$ cat src/rtl/demux1a4_ochobits_cond_if.sv
// demux1a4_ochobits_cond_if: byte-stream input and four-lane output bundle for the 1->4 lane demux.
//   master : valid_in, data_in, flush driven; validout0..3, dataout0..3, fill_level observed
//   slave  : valid_in, data_in, flush observed; validout0..3, dataout0..3, fill_level driven
interface demux1a4_ochobits_cond_if #(
    parameter int WIDTH = 8
);
    logic             valid_in;
    logic [WIDTH-1:0] data_in;
    logic             flush;
    logic             validout0;
    logic             validout1;
    logic             validout2;
    logic             validout3;
    logic [WIDTH-1:0] dataout0;
    logic [WIDTH-1:0] dataout1;
    logic [WIDTH-1:0] dataout2;
    logic [WIDTH-1:0] dataout3;
    logic [1:0]       fill_level;

    modport master (
        output valid_in, data_in, flush,
        input  validout0, validout1, validout2, validout3,
        input  dataout0, dataout1, dataout2, dataout3, fill_level
    );

    modport slave (
        input  valid_in, data_in, flush,
        output validout0, validout1, validout2, validout3,
        output dataout0, dataout1, dataout2, dataout3, fill_level
    );
endinterface

$ cat src/rtl/demux1a4_ochobits_cond.sv
// demux1a4_ochobits_cond: rebuilds four byte lanes from one serialized byte stream.
//   clk   : rising-edge clock
//   reset : synchronous active-high reset, highest priority
//   bus   : slave side of demux1a4_ochobits_cond_if (valid_in/data_in/flush in,
//           validout0..3 / dataout0..3 / fill_level out)
module demux1a4_ochobits_cond #(
    parameter int WIDTH = 8
) (
    input  logic                          clk,
    input  logic                          reset,
    demux1a4_ochobits_cond_if.slave       bus
);
    logic [1:0]            ptr_q, ptr_d;
    logic [2:0][WIDTH-1:0] hold_q, hold_d;
    logic [3:0]            vld_q, vld_d;
    logic [3:0][WIDTH-1:0] dat_q, dat_d;
    logic [3:0][WIDTH-1:0] lane;
    logic [2:0]            cnt;
    logic                  take;
    logic                  emit;

    always_comb begin
        take   = bus.valid_in;
        // bytes in the group once this cycle's byte (if any) is accepted
        cnt    = {1'b0, ptr_q} + {2'b00, take};
        emit   = bus.flush || (take && ptr_q == 2'd3);
        ptr_d  = emit ? 2'd0 : ptr_q + {1'b0, take};
        hold_d = hold_q;
        lane   = '0;
        for (int l = 0; l < 3; l++) begin
            hold_d[l] = (take && ptr_q == 2'(l)) ? bus.data_in : hold_q[l];
            lane[l]   = (ptr_q == 2'(l)) ? bus.data_in : hold_q[l];
        end
        lane[3] = bus.data_in;
        for (int l = 0; l < 4; l++) begin
            vld_d[l] = emit && (3'(l) < cnt);
            dat_d[l] = vld_d[l] ? lane[l] : dat_q[l];
        end
    end

    always_ff @(posedge clk) begin
        if (reset) begin
            ptr_q  <= '0;
            hold_q <= '0;
            vld_q  <= '0;
            dat_q  <= '0;
        end else begin
            ptr_q  <= ptr_d;
            hold_q <= hold_d;
            vld_q  <= vld_d;
            dat_q  <= dat_d;
        end
    end

    assign bus.validout0  = vld_q[0];
    assign bus.validout1  = vld_q[1];
    assign bus.validout2  = vld_q[2];
    assign bus.validout3  = vld_q[3];
    assign bus.dataout0   = dat_q[0];
    assign bus.dataout1   = dat_q[1];
    assign bus.dataout2   = dat_q[2];
    assign bus.dataout3   = dat_q[3];
    assign bus.fill_level = ptr_q;
endmodule

$ cat src/flat_wrapper.sv
// flat-port wrapper written by rule: the top's interface ports become plain ports
module demux1a4_ochobits_cond_flat 
#(
    parameter int WIDTH = 8
)
  (clk, reset, bus_valid_in, bus_data_in, bus_flush, bus_validout0, bus_validout1, bus_validout2, bus_validout3, bus_dataout0, bus_dataout1, bus_dataout2, bus_dataout3, bus_fill_level);
  demux1a4_ochobits_cond_if #(.WIDTH(WIDTH)) bus_i ();
  input  logic clk;
  input  logic reset;
  input wire logic [$bits(bus_i.valid_in)-1:0] bus_valid_in;
  input wire logic [$bits(bus_i.data_in)-1:0] bus_data_in;
  input wire logic [$bits(bus_i.flush)-1:0] bus_flush;
  output wire logic [$bits(bus_i.validout0)-1:0] bus_validout0;
  output wire logic [$bits(bus_i.validout1)-1:0] bus_validout1;
  output wire logic [$bits(bus_i.validout2)-1:0] bus_validout2;
  output wire logic [$bits(bus_i.validout3)-1:0] bus_validout3;
  output wire logic [$bits(bus_i.dataout0)-1:0] bus_dataout0;
  output wire logic [$bits(bus_i.dataout1)-1:0] bus_dataout1;
  output wire logic [$bits(bus_i.dataout2)-1:0] bus_dataout2;
  output wire logic [$bits(bus_i.dataout3)-1:0] bus_dataout3;
  output wire logic [$bits(bus_i.fill_level)-1:0] bus_fill_level;
  assign bus_i.valid_in = bus_valid_in;
  assign bus_i.data_in = bus_data_in;
  assign bus_i.flush = bus_flush;
  assign bus_validout0 = bus_i.validout0;
  assign bus_validout1 = bus_i.validout1;
  assign bus_validout2 = bus_i.validout2;
  assign bus_validout3 = bus_i.validout3;
  assign bus_dataout0 = bus_i.dataout0;
  assign bus_dataout1 = bus_i.dataout1;
  assign bus_dataout2 = bus_i.dataout2;
  assign bus_dataout3 = bus_i.dataout3;
  assign bus_fill_level = bus_i.fill_level;
  demux1a4_ochobits_cond #(.WIDTH(WIDTH)) u_core (.clk(clk), .reset(reset), .bus(bus_i));
endmodule
$ cat config.mk
export PLATFORM = sky130hd
export DESIGN_NAME = demux1a4_ochobits_cond_flat
export DESIGN_NICKNAME = d
export VERILOG_FILES = /design/src/rtl/demux1a4_ochobits_cond_if.sv /design/src/rtl/demux1a4_ochobits_cond.sv /design/src/flat_wrapper.sv
export SDC_FILE = /design/constraint.sdc
export NUM_CORES = 1
export LEC_CHECK = 0
export ABC_AREA = 1
export CAP_MARGIN = 10
export CORE_MARGIN = 5
export CORE_UTILIZATION = 55
export DETAILED_ROUTE_END_ITERATION = 8
export DONT_BUFFER_PORTS = 1
export PLACE_DENSITY_LB_ADDON = 0.1
export SYNTH_ARGS = -nofsm -noshare
export SYNTH_HDL_FRONTEND = slang
export SYNTH_SLANG_ARGS = --single-unit
$ cat constraint.sdc
create_clock -name clk -period 1.65 [get_ports clk]
set_input_delay 0.2475 -clock clk [delete_from_list [all_inputs] [get_ports clk]]
set_output_delay 0.2475 -clock clk [all_outputs]
set_load 0.02 [all_outputs]
==> Word-level counts from Yosys, hierarchy flattened <==
Index checks and enable logic that the tools add are counted.
W data, S select, Z words.
{ "op_classes": {"n_addsub": 2, "magnitude_cmp": 4, "eq_ne": 3, "n_mux": 3, "n_reduce_logical": 11} }
{ "ops": {"columns": ["operator", "count"], "rows": [
  ["$mux W8", 3],
  ["$logic_and A1 B1 Y1", 8],
  ["$lt A1 B3 Y1 const A", 2],
  ["$lt A2 B3 Y1 const A", 2],
  ["$eq A2 B2 Y1 const B", 2],
  ["$add A2 B1 Y3", 1],
  ["$add A2 B1 Y2", 1],
  ["$eq A2 B1 Y1 const B", 1],
  ["$logic_not A2 Y1", 1],
  ["$reduce_or A2 Y1", 1],
  ["$logic_or A1 B1 Y1", 1]
]} }
{ "word_totals": {"ff_bits": 62, "inputBits": 12, "output_inout_bits": 38, "word_cells": 32} }

==> Logic depth before layout (Yosys ltp) <==
Gate-level depths: netlist (run 1).
{ "logic_depth": {"ltp_word": 4, "mapped_depth": 9, "ltp_nobuf": 8} }

==> Least setup slack after synthesis (run 1) <==
OpenSTA, ideal clock, no wires.
{ "synth_path": {"path_kind": "reg-to-reg", "start": "register u_core.ptr_q[0], in the netlist u_core.bus.fill_level[0]", "end": "register u_core.dat_q, in the netlist u_core.bus.dataout2[0]", "arrival_time_ps": 1666, "t_required_ps": 1537, "setup_slack_ps": -128, "stages_incl_launch_ff": 9, "n_path_buf": 1, "cell_sequence": "dfxtp_1 -> ha_1 -> inv_1 -> ha_1 -> a21oi_1 -> nand2_4 -> buf_6 -> nor2_1 -> nor2_1"} }
{ "synth_via": {"elab_chain_cells": 4, "word_cells_on_any_way": 8} }
{ "synth_lines": {"columns": ["element", "line_no", "source"], "rows": [
  ["start: declaration", "demux1a4_ochobits_cond.sv:13", "logic [1:0] ptr_q, ptr_d;"],
  ["start signal: assignment", "demux1a4_ochobits_cond.sv:48", "ptr_q <= ptr_d;"],
  ["branches (longest 4 deep; another with $add A2 B1 Y3)", null, null],
  ["end signal: assignment", "demux1a4_ochobits_cond.sv:51", "dat_q <= dat_d;"],
  ["end: declaration", "demux1a4_ochobits_cond.sv:16", "logic [3:0][WIDTH-1:0] dat_q, dat_d;"]
]} }
Parallel ways; which one is timed is not known.
A chain may end at the register's enable or synchronous reset.

==> Worst setup path in the final report (run 1) <==
{ "layout_path": {"start": "register u_core.ptr_q[0], in the netlist u_core.bus.fill_level[0]", "end": "register u_core.dat_q, in the netlist u_core.bus.dataout2[6]"} }
Same word-level chain as after synthesis.

==> summary.md, run 1 <==
| Metric | Value |
|---|---|
| Post-route setup TNS | `0 ns` |
| Worst slew pin tran | `about 0.54 ns` |
| Die W | `80.9 um` |
| Die H | `around 81 um` |
| Critical path arrival | `between 1.5 and 2 ns` |
| Synth area leader | `dfxtp_1` |
| Clock Power Share | `0.412` |
| # rows | `25` |
| Clk slew on worst S/H paths | `about 0.07 ns` |
| Nets | `slightly above 400` |
| Gr usage total | `0.210` |
| GRT overflow | `0` |
| GP Congestion | `approximately 0.82` |
| Period utilization | `0.927` |
| Worst-path fanout max | `17` |
| Number of synthesized register bits | `62` |
| Critical path's slowest cell | `dfxtp_2` |
| Ports | `50` |
| Routing usage on met1 | `0.259` |
| RSZ-0062 raised after global routing | `no` |
| Post-Syn Instances | `roughly 400` |
| Layout Skew | `a little over 0.005 ns` |
| Core Footprint | `4820 sq um` |
| Pre-antenna DRT Iters | `4` |
| CTS root buf | `clkbuf_8` |
| M3 GR Usage | `0.0521` |
| CP top delay family | `adder cells` |
| CTS Buf Count | `9` |
| Drt initial violations | `about 160` |
| Slew HR | `0.640` |
| Largest net degree at the start of global routing | `slightly above 40` |
| Clk Latency, worst-skew pair | `approximately 0.34 ns` |
| Layout cells sized above 1 | `0.0902` |
| Slew Limit Fails | `0` |
| Mapped Area | `~2800 sq um` |
| Final setup fails | `0` |
| Placement Setup Slack | `between 0.06 and 0.07 ns` |
| Synthesis Warnings | `0` |
| CTS Buffer Depth | `2` |
| Number of H-tree levels | `3` |
| Pwr dens | `approximately 1100 nW/um^2` |
| Initial core utilization | `0.574` |
| Final wirelength | `about 6.1 mm` |
| Final instance area | `approximately 3000 sq um` |
| Post-route DRC | `0` |
| CP bufs+invs | `1` |
| Initial antenna violation count | `0` |
| Top cell type's share of synthesized area | `0.449` |
| NetSw | `roughly 840 uW` |
| Hold Crit Class | `primary input to flip-flop` |
| Setup CP Type | `flip-flop to flip-flop` |
| Vias after detailed routing | `about 2300` |
| First-pass GRT wire length | `between 10 and 15 mm` |
| Distinct cells, synth | `21` |
| Crit. End Element | `flip-flop` |
| Syn Area/Cell | `approximately 7 sq um` |
| Via/cell ratio | `about 4.9` |
| Pwr Total | `3.26 mW` |
| Worst EP required | `a little under 2 ns` |
| P_leak | `1.39 nW` |
| Crit start category | `flip-flop` |
| Worst path max stage delay | `between 0.3 and 0.4 ns` |
| Dpl cell area | `approximately 2700 sq um` |
| Most frequent cells in the layout | `nor2_1, nand2_1, dfxtp_1, inv_1, o21ai_0` |
| Most used routing layer | `met2` |
| Mapped Nets | `between 400 and 500` |
| Internal power | `approximately 2.4 mW` |
| Commonest non-fill, non-tap cell in the layout | `nor2_1` |
| Outcome | `finished, final reports clean` |
| Avg WL per Cell | `about 13 um` |
| Sw frac | `0.256` |
| CTS tree | `built` |
| Clock sinks | `just over 60` |
| DRT antenna net count | `0` |
| Fmax | `654 MHz` |
| Synth top area cells | `dfxtp_1, nor2_1, nand2_1` |
| Vias in the first global route | `2147` |
| VDD IR max | `around 0.64 mV` |
| IO buf count | `0` |
| Hold Slack | `~0.046 ns` |
| Reg power frac | `0.503` |
| Hold Violations, Final | `0` |
| Critical path cell sequence | `ha_1 > inv_1 > ha_1 > a21oi_2 > nand2_4 > nand2_1 > nand2_1 > nor2_1` |
| Detail Placement HPWL | `between 4 and 5 mm` |
| Worst setup margin | `between 0.1 and 0.15 ns` |
| # diodes | `0` |
| Period minus WS final | `approximately 1.5 ns` |
| Part of the Yosys area used for sequential elements | `0.449` |
| Global Route met2 Usage | `0.339` |
| Combinational Power Share | `0.085` |
| MaxCap Viol Count | `0` |
| Synthesis-to-finish area growth | `7.33%` |
| Die area | `~6500 sq um` |
-- area by class of cell --
type / count / area (sq um)
clock buffers: 12 / 155
clock inverters: 4 / 45.0
fillers: 496 / 1850
inverters: 50 / 188
multi-input cells: 264 / 1200
flip-flops and latches: 62 / 1240
well taps: 67 / 83.8
repair buffers: 7 / 55.1
-- stage by stage --
stage / instances / util
3_3_place_gp: 449 / 0.571
5_1_grt: 466 / 0.616
3_5_place_dp: 449 / 0.571
6_report: 466 / 0.616
2_1_floorplan: 393 / -
4_1_cts: 466 / 0.614
-- power by group through the flow --
stage / sequential, mW / combinational [mW] / clock (mW)
after CTS: 1.64 / 0.276 / 1.37
after floorplan: 1.67 / 0.230 / 0
after global routing: 1.64 / 0.324 / 1.45
final: 1.64 / 0.277 / 1.34
after global placement: 1.67 / 0.265 / 0
after detailed placement: 1.67 / 0.270 / 0
-- logic make-up (layout without fill, tap and decap cells) --
| group | after synthesis | count (layout) | share of synthesized area |
|---|---|---|---|
| DFF | 62 | 62 | 0.449 |
| and+or+nand+nor | 195 | 195 | 0.295 |
| buffers and inverters | 67 | 73 | 0.121 |
| adders and majority gates | 4 | 4 | 0.0181 |
| AOI/OAI and AO/OA | 65 | 65 | 0.118 |
-- path summary, 6_finish.rpt --
path / startpoint / to / slack [ns] / cells past startpoint
setup / recovery: u_core.bus.fill_level[0]$_SDFF_PP0_ / u_core.bus.dataout2[6]$_SDFFE_PP0P_ / 0.12 / 8
hold / removal: bus_data_in[1] / u_core.hold_q[9]$_SDFFE_PP0P_ / 0.05 / 2
setup reg to reg: u_core.bus.fill_level[0]$_SDFF_PP0_ / u_core.bus.dataout2[6]$_SDFFE_PP0P_ / 0.12 / 8
hold reg to reg: u_core.hold_q[21]$_SDFFE_PP0P_ / u_core.hold_q[21]$_SDFFE_PP0P_ / 0.44 / 2
-- cell usage after synthesis (all sizes together) --
cell type / n
a21oi: 17
buf: 13
clkbuf: 4
dfxtp: 62
ha: 4
inv: 50
nand2: 89
nand3: 10
nor2: 94
nor3: 1
nor3b: 1
o21ai: 48
-- sequential cells by signal (all words and copies together) (netlist names) --
signal	flops
u_core.hold_q	24
u_core.bus.fill_level	2
u_core.bus.dataout3	8
u_core.bus.dataout0	8
u_core.bus.dataout2	8
u_core.vld_q	4
u_core.bus.dataout1	8
-- per-layer routing --
layer  vias up  wire, um
met3         9       560
met1       996      2600
met2        54      2830
met5         -         0
met4         0        85
li1       1202         -
-- repair_timing --
item                                   4_1_cts  5_1_grt
endpoints found under the hold margin        6        0
gates resized for setup                      0        2
setup buffers                                0        0
hold buffers                                 1        0
setup endpoints to repair                    0       15
Power figures use the tool's default switching activity.
==> run 2, diff against run 1 <==
PLACE_DENSITY = 0.78   (was not set)
PLACE_DENSITY_LB_ADDON = not set   (was 0.1)
==> run 2 against run 1 <==
  * Hold slack improved by 0.0077 ns
  * Flip-flop and latch count is the same
  * Largest cell class unchanged
  * Cell count shrank 0.64%
  * Utilization decreased by 0.70 points
  * Power down 4.6%
  * Die area is the same
  * Clock power fell by 11%
  * Largest power group unchanged
  * Register-to-register slack better by 0.02 ns
==> summary.md, run 2 (synthesized netlist as in run 1, its figures left out) <==
| Metric | Value |
|---|---|
| P_leak | `about 1.4 nW` |
| CTS Buf Count | `9` |
| Slew Limit Fails | `0` |
| Largest register FFs | `24` |
| Die W | `a little over 80 um` |
| Clk Latency, worst-skew pair | `between 0.3 and 0.4 ns` |
| Pwr dens | `about 1100 nW/um^2` |
| Via/cell ratio | `4.85` |
| # diodes | `0` |
| Largest Register | `u_core.hold_q` |
| Hold Violations, Final | `0` |
| Critical path arrival | `between 1.5 and 2 ns` |
| Worst path max stage delay | `0.33 ns` |
| Final instance area | `2930 sq um` |
| Clk slew on worst S/H paths | `~0.060 ns` |
| Final instance count without filler cells | `around 460` |
| R2r startpoint | `u_core.bus.fill_level[0]$_SDFF_PP0_` |
| Layout Skew | `approximately 0.004 ns` |
| Most frequent cells in the layout | `nor2_1, nand2_1, dfxtp_1, inv_1, o21ai_0` |
| Worst slew pin tran | `0.526 ns` |
| GP Congestion | `between 0.8 and 0.9` |
| CP bufs+invs | `1` |
| MaxCap Viol Count | `0` |
| DRT antenna net count | `0` |
| Worst-path fanout max | `17` |
| RSZ-0062 raised after global routing | `no` |
| R2r endpoint | `u_core.bus.dataout2[0]$_SDFFE_PP0P_` |
| Fmax | `661 MHz` |
| CTS Buffer Depth | `2` |
| Dpl cell area | `between 2000 and 3000 sq um` |
| Hold Path Stages | `2` |
| Largest net degree at the start of global routing | `33` |
| Setup CP Type | `flip-flop to flip-flop` |
| Slew HR | `0.649` |
| CTS tree | `built` |
| Worst Hold End | `u_core.hold_q[10]$_SDFFE_PP0P_` |
| Critical path cell sequence | `ha_1 > inv_1 > ha_1 > a21oi_2 > nand2_4 > nand2_1 > nand2_1 > nor2_1` |
| Reg2Reg Depth | `8` |
| Hold Crit Class | `primary input to flip-flop` |
| Layout cells sized above 1 | `0.0833` |
| Placed cells | `448` |
| Crit start category | `flip-flop` |
| Die H | `around 81 um` |
| Number of H-tree levels | `3` |
| Vias in the first global route | `2093` |
| GRT overflow | `0` |
| Post-route DRC | `0` |
| Outcome | `finished, final reports clean` |
| Pwr Total | `roughly 3.1 mW` |
| Post-route setup TNS | `0 ns` |
| VDD IR max | `about 0.57 mV` |
| Final setup fails | `0` |
| Initial antenna violation count | `0` |
| Avg WL per Cell | `between 10 and 15 um` |
| First-pass GRT wire length | `about 9.8 mm` |
| Detail Placement HPWL | `between 4 and 5 mm` |
| Clock sinks | `62` |
| CP top delay family | `adder cells` |
| Worst EP required | `around 1.9 ns` |
| Vias after detailed routing | `between 2000 and 2500` |
| IO buf count | `0` |
| # rows | `25` |
| Commonest non-fill, non-tap cell in the layout | `nor2_1` |
| Gr usage total | `0.199` |
| CTS root buf | `clkbuf_8` |
| Reg2reg setup slack | `between 0.1 and 0.15 ns` |
| Initial core utilization | `0.574` |
| Period utilization | `0.917` |
| Synthesis-to-finish area growth | `6.11%` |
| Post-CTS Setup Bufs | `0` |
| Min-Delay Startpoint | `bus_data_in[2]` |
| Drt initial violations | `97` |
| Core Footprint | `slightly below 5000 sq um` |
| Ports | `50` |
| Final wirelength | `6.01 mm` |
| Pre-antenna DRT Iters | `4` |
| Crit. End Element | `flip-flop` |
| Die area | `roughly 6500 sq um` |
| Period minus WS final | `approximately 1.5 ns` |
| Nets | `between 400 and 500` |
| Critical path's slowest cell | `dfxtp_2` |
## run 2: cell count changes in the layout (fill, tap and decap cells not counted)
cell	delta
clkinv_2	-2
buf_4	-1
clkbuf_8	+1
bufinv_16	-1
## run 2: what timing repair did
item | 4_1_cts | 5_1_grt
hold buffers | 1 | 0
resized for setup | 0 | 2
endpoints found under the setup margin | 0 | 13
hold endpoints to repair | 6 | 0
## run 2: through the flow
step,util,setup slack [ns],hold WS [ns]
floorplan,-,0.0000999,0.317
global placement,0.569,0.157,0.321
detailed placement,0.569,0.103,0.323
CTS,0.607,0.0803,0.0444
global route,0.609,0.00973,0.0557
finish,0.609,0.136,0.0533
## run 2: worst max-delay path by stage
stage                                   startpoint                             endpoint  cells after the start
6_report       u_core.bus.fill_level[0]$_SDFF_PP0_  u_core.bus.dataout2[0]$_SDFFE_PP0P_                      8
5_1_grt        u_core.bus.fill_level[0]$_SDFF_PP0_  u_core.bus.dataout2[1]$_SDFFE_PP0P_                      8
4_1_cts        u_core.bus.fill_level[0]$_SDFF_PP0_  u_core.bus.dataout2[1]$_SDFFE_PP0P_                      7
3_5_place_dp   u_core.bus.fill_level[0]$_SDFF_PP0_  u_core.bus.dataout2[1]$_SDFFE_PP0P_                      7
3_3_place_gp   u_core.bus.fill_level[0]$_SDFF_PP0_  u_core.bus.dataout2[5]$_SDFFE_PP0P_                      7
2_1_floorplan  u_core.bus.fill_level[0]$_SDFF_PP0_  u_core.bus.dataout2[0]$_SDFFE_PP0P_                      8
## run 2: layout make-up
type	instances	area (sq um)
fill	460	1880
sequential	62	1240
multi-input combinational	264	1200
inverter	50	188
clock buffer	13	169
tap	67	83.8
timing repair buffer	6	47.5
clock inverter	1	5.00
## run 2: worst register-to-register path, cell delays in order, from the launching register on
cell and delay, ns:
dfxtp_2 0.33, ha_1 0.16, inv_1 0.07, ha_1 0.31, a21oi_2 0.19, nand2_4 0.15
nand2_1 0.09, nand2_1 0.05, nor2_1 0.09
## run 2: report_power, final
| group | internal, mW | switching, mW | leakage [nW] |
|---|---|---|---|
| registers | 1.56 | 0.0774 | 0.505 |
| logic | 0.0878 | 0.188 | 0.773 |
| clock network | 0.650 | 0.543 | 0.0914 |
## run 2: routing by layer
| layer | vias to the layer above | track usage | wire length, um |
|---|---|---|---|
| li1 | 1199 | - | - |
| met1 | 964 | 0.251 | 2700 |
| met2 | 66 | 0.300 | 2670 |
| met3 | 15 | 0.0665 | 488 |
| met4 | 0 | 0.108 | 147 |
| met5 | - | 0 | 0 |
==> run 3, diff against run 2 <==
SETUP_SLACK_MARGIN = 0.5   (was not set)
==> run 3 against run 2 <==
  * Routed wire length increased by 15%
  * Hold slack worse by 0.0012 ns
  * Clock skew hardly changed
  * Via count up 9.0%
  * Highest routed layer unchanged
  * Critical endpoint is now u_core.bus.dataout2[1]$_SDFFE_PP0P_
  * Cell count is 4.3% higher
  * Fmax rose by 3.6%
==> summary.md, run 3 (synthesized netlist as in run 1, its figures left out) <==
| Metric | Value |
|---|---|
| # diodes | `0` |
| Worst slew pin tran | `0.376 ns` |
| GP Congestion | `0.828` |
| Drt initial violations | `169` |
| Reg2reg setup slack | `0.19 ns` |
| MaxCap Viol Count | `0` |
| Initial antenna violation count | `0` |
| Pwr dens | `~980 nW/um^2` |
| Critical path's slowest cell | `dfxtp_4` |
| Gr usage total | `0.218` |
| Final wirelength | `6.89 mm` |
| Initial core utilization | `0.574` |
| Die area | `about 6500 sq um` |
| Reg2Reg Depth | `9` |
| GRT overflow | `0` |
| CTS tree | `built` |
| Die W | `around 81 um` |
| Critical path arrival | `roughly 1.7 ns` |
| R2r endpoint | `u_core.bus.dataout2[1]$_SDFFE_PP0P_` |
| Layout Skew | `between 0.004 and 0.005 ns` |
| Clk slew on worst S/H paths | `approximately 0.070 ns` |
| Vias in the first global route | `~2300` |
| Final instance area | `roughly 3300 sq um` |
| Min-Delay Startpoint | `bus_data_in[3]` |
| Outcome | `finished, final reports clean` |
| IO buf count | `0` |
| Largest register FFs | `24` |
| Worst EP required | `1.93 ns` |
| Hold Violations, Final | `0` |
| Ports | `50` |
| Via/cell ratio | `between 5 and 6` |
| Fillers | `around 420` |
| Most frequent cells in the layout | `nor2_1, nand2_1, dfxtp_1, o21ai_0, inv_1` |
| Detail Placement HPWL | `around 4.1 mm` |
| Post-route setup TNS | `0 ns` |
| # rows | `25` |
| Hold Crit Class | `primary input to flip-flop` |
| Worst path max stage delay | `about 0.43 ns` |
| DR WL met2 | `about 3.4 mm` |
| Hold Path Stages | `2` |
| First-pass GRT wire length | `10.8 mm` |
| Crit. End Element | `flip-flop` |
| Vias after detailed routing | `around 2400` |
| Layout cells sized above 1 | `0.200` |
| Hold Slack | `roughly 0.052 ns` |
| Crit start category | `flip-flop` |
| CTS Buf Count | `9` |
| Nets | `between 400 and 500` |
| Synthesis-to-finish area growth | `19.0%` |
| Slew Limit Fails | `0` |
| VDD IR max | `between 0.5 and 0.6 mV` |
| Final setup fails | `0` |
| Critical path cell sequence | `ha_4 > inv_2 > ha_4 > a21oi_4 > buf_6 > nand2_8 > nand2_2 > nand2_1 > nor2_1` |
| RSZ-0062 raised after global routing | `yes` |
| Commonest non-fill, non-tap cell in the layout | `nor2_1` |
| Worst-path fanout max | `8` |
| Placed cells | `between 400 and 500` |
| Slew HR | `0.748` |
| Largest net degree at the start of global routing | `41` |
| CTS Buffer Depth | `2` |
| Clk Latency, worst-skew pair | `0.34 ns` |
| Worst Hold End | `u_core.hold_q[11]$_SDFFE_PP0P_` |
| Period minus WS final | `around 1.5 ns` |
| Largest Register | `u_core.hold_q` |
| Fmax | `685 MHz` |
| Most used cell, CP | `ha_4` |
| Pre-antenna DRT Iters | `6` |
| Period utilization | `0.885` |
| Post-route DRC | `0` |
| Core Footprint | `~4800 sq um` |
| Metal-1 WL | `~2.8 mm` |
| Met3 Wirelength | `~560 um` |
| CTS root buf | `clkbuf_8` |
| Clock sinks | `just over 60` |
| Final instance count without filler cells | `483` |
| R2r startpoint | `u_core.bus.fill_level[0]$_SDFF_PP0_` |
| Number of H-tree levels | `3` |
| Setup CP Type | `flip-flop to flip-flop` |
| DRT antenna net count | `0` |
| P_leak | `between 1 and 1.5 nW` |
| Die H | `approximately 80 um` |
| Highest routed layer | `met4` |
| Avg WL per Cell | `around 14 um` |
| Dpl cell area | `2820 sq um` |
## run 3: cell types whose count changed in the layout (fill, tap and decap cells not counted), sizes merged
cell    before  now
nand2       89   92
inv         50   51
clkinv       1    2
buf          5   20
## run 3: final cells by class
class | instances | area (sq um) | share of cell area
clock buffer | 13 | 169 | 0.0513
clock inverter | 3 | 16.3 | 0.00494
inverter | 50 | 195 | 0.0593
multi-input combinational | 267 | 1390 | 0.422
sequential | 62 | 1250 | 0.379
tap | 67 | 83.8 | 0.0255
timing repair buffer | 21 | 191 | 0.0582
## run 3: worst max-delay path by stage
stage / startpoint / to
after floorplan: u_core.bus.fill_level[0]$_SDFF_PP0_ / u_core.bus.dataout2[0]$_SDFFE_PP0P_
after global placement: u_core.bus.fill_level[0]$_SDFF_PP0_ / u_core.bus.dataout2[1]$_SDFFE_PP0P_
after detailed placement: u_core.bus.fill_level[0]$_SDFF_PP0_ / u_core.bus.dataout2[0]$_SDFFE_PP0P_
after CTS: u_core.bus.fill_level[0]$_SDFF_PP0_ / u_core.bus.dataout2[0]$_SDFFE_PP0P_
after global routing: u_core.bus.fill_level[0]$_SDFF_PP0_ / u_core.bus.dataout2[6]$_SDFFE_PP0P_
final: u_core.bus.fill_level[0]$_SDFF_PP0_ / u_core.bus.dataout2[1]$_SDFFE_PP0P_
## run 3: what timing repair did
action | in CTS | in global routing
cloned | 1 | 2
buffers inserted | 7 | 7
gates resized for setup | 9 | 24
hold buffers | 1 | 0
endpoints found under the hold margin | 6 | 0
endpoints found under the setup margin | 55 | 63
pin swaps | 6 | 18
## run 3: critical path: cells and delay by family (launching register included)
kind / cells / cell delay [ns]
fa+ha+maj: 2 / 0.38
buf+inv: 2 / 0.19
flops: 1 / 0.43
compound gates: 1 / 0.16
simple gates: 4 / 0.24
## run 3: metal layers
metal  global-route usage  vias up
li1                     -     1242
met1                0.244     1116
met5                    0        -
met3               0.0588       11
met4                0.111        0
met2                0.378       77
## run 3: per-stage QoR
stage,total power [mW],setup WS (ns),utilization
floorplan,1.91,0.284,-
global placement,1.94,0.280,0.586
detailed placement,1.95,0.214,0.586
CTS,3.20,0.205,0.647
global route,3.35,0.116,0.683
finish,3.23,0.189,0.683
## run 3: power by group
group	switching, mW	internal, mW	total [mW]
Sequential	0.0828	1.56	1.64
Clock	0.587	0.665	1.25
Combinational	0.222	0.119	0.340
Total	0.891	2.34	3.23
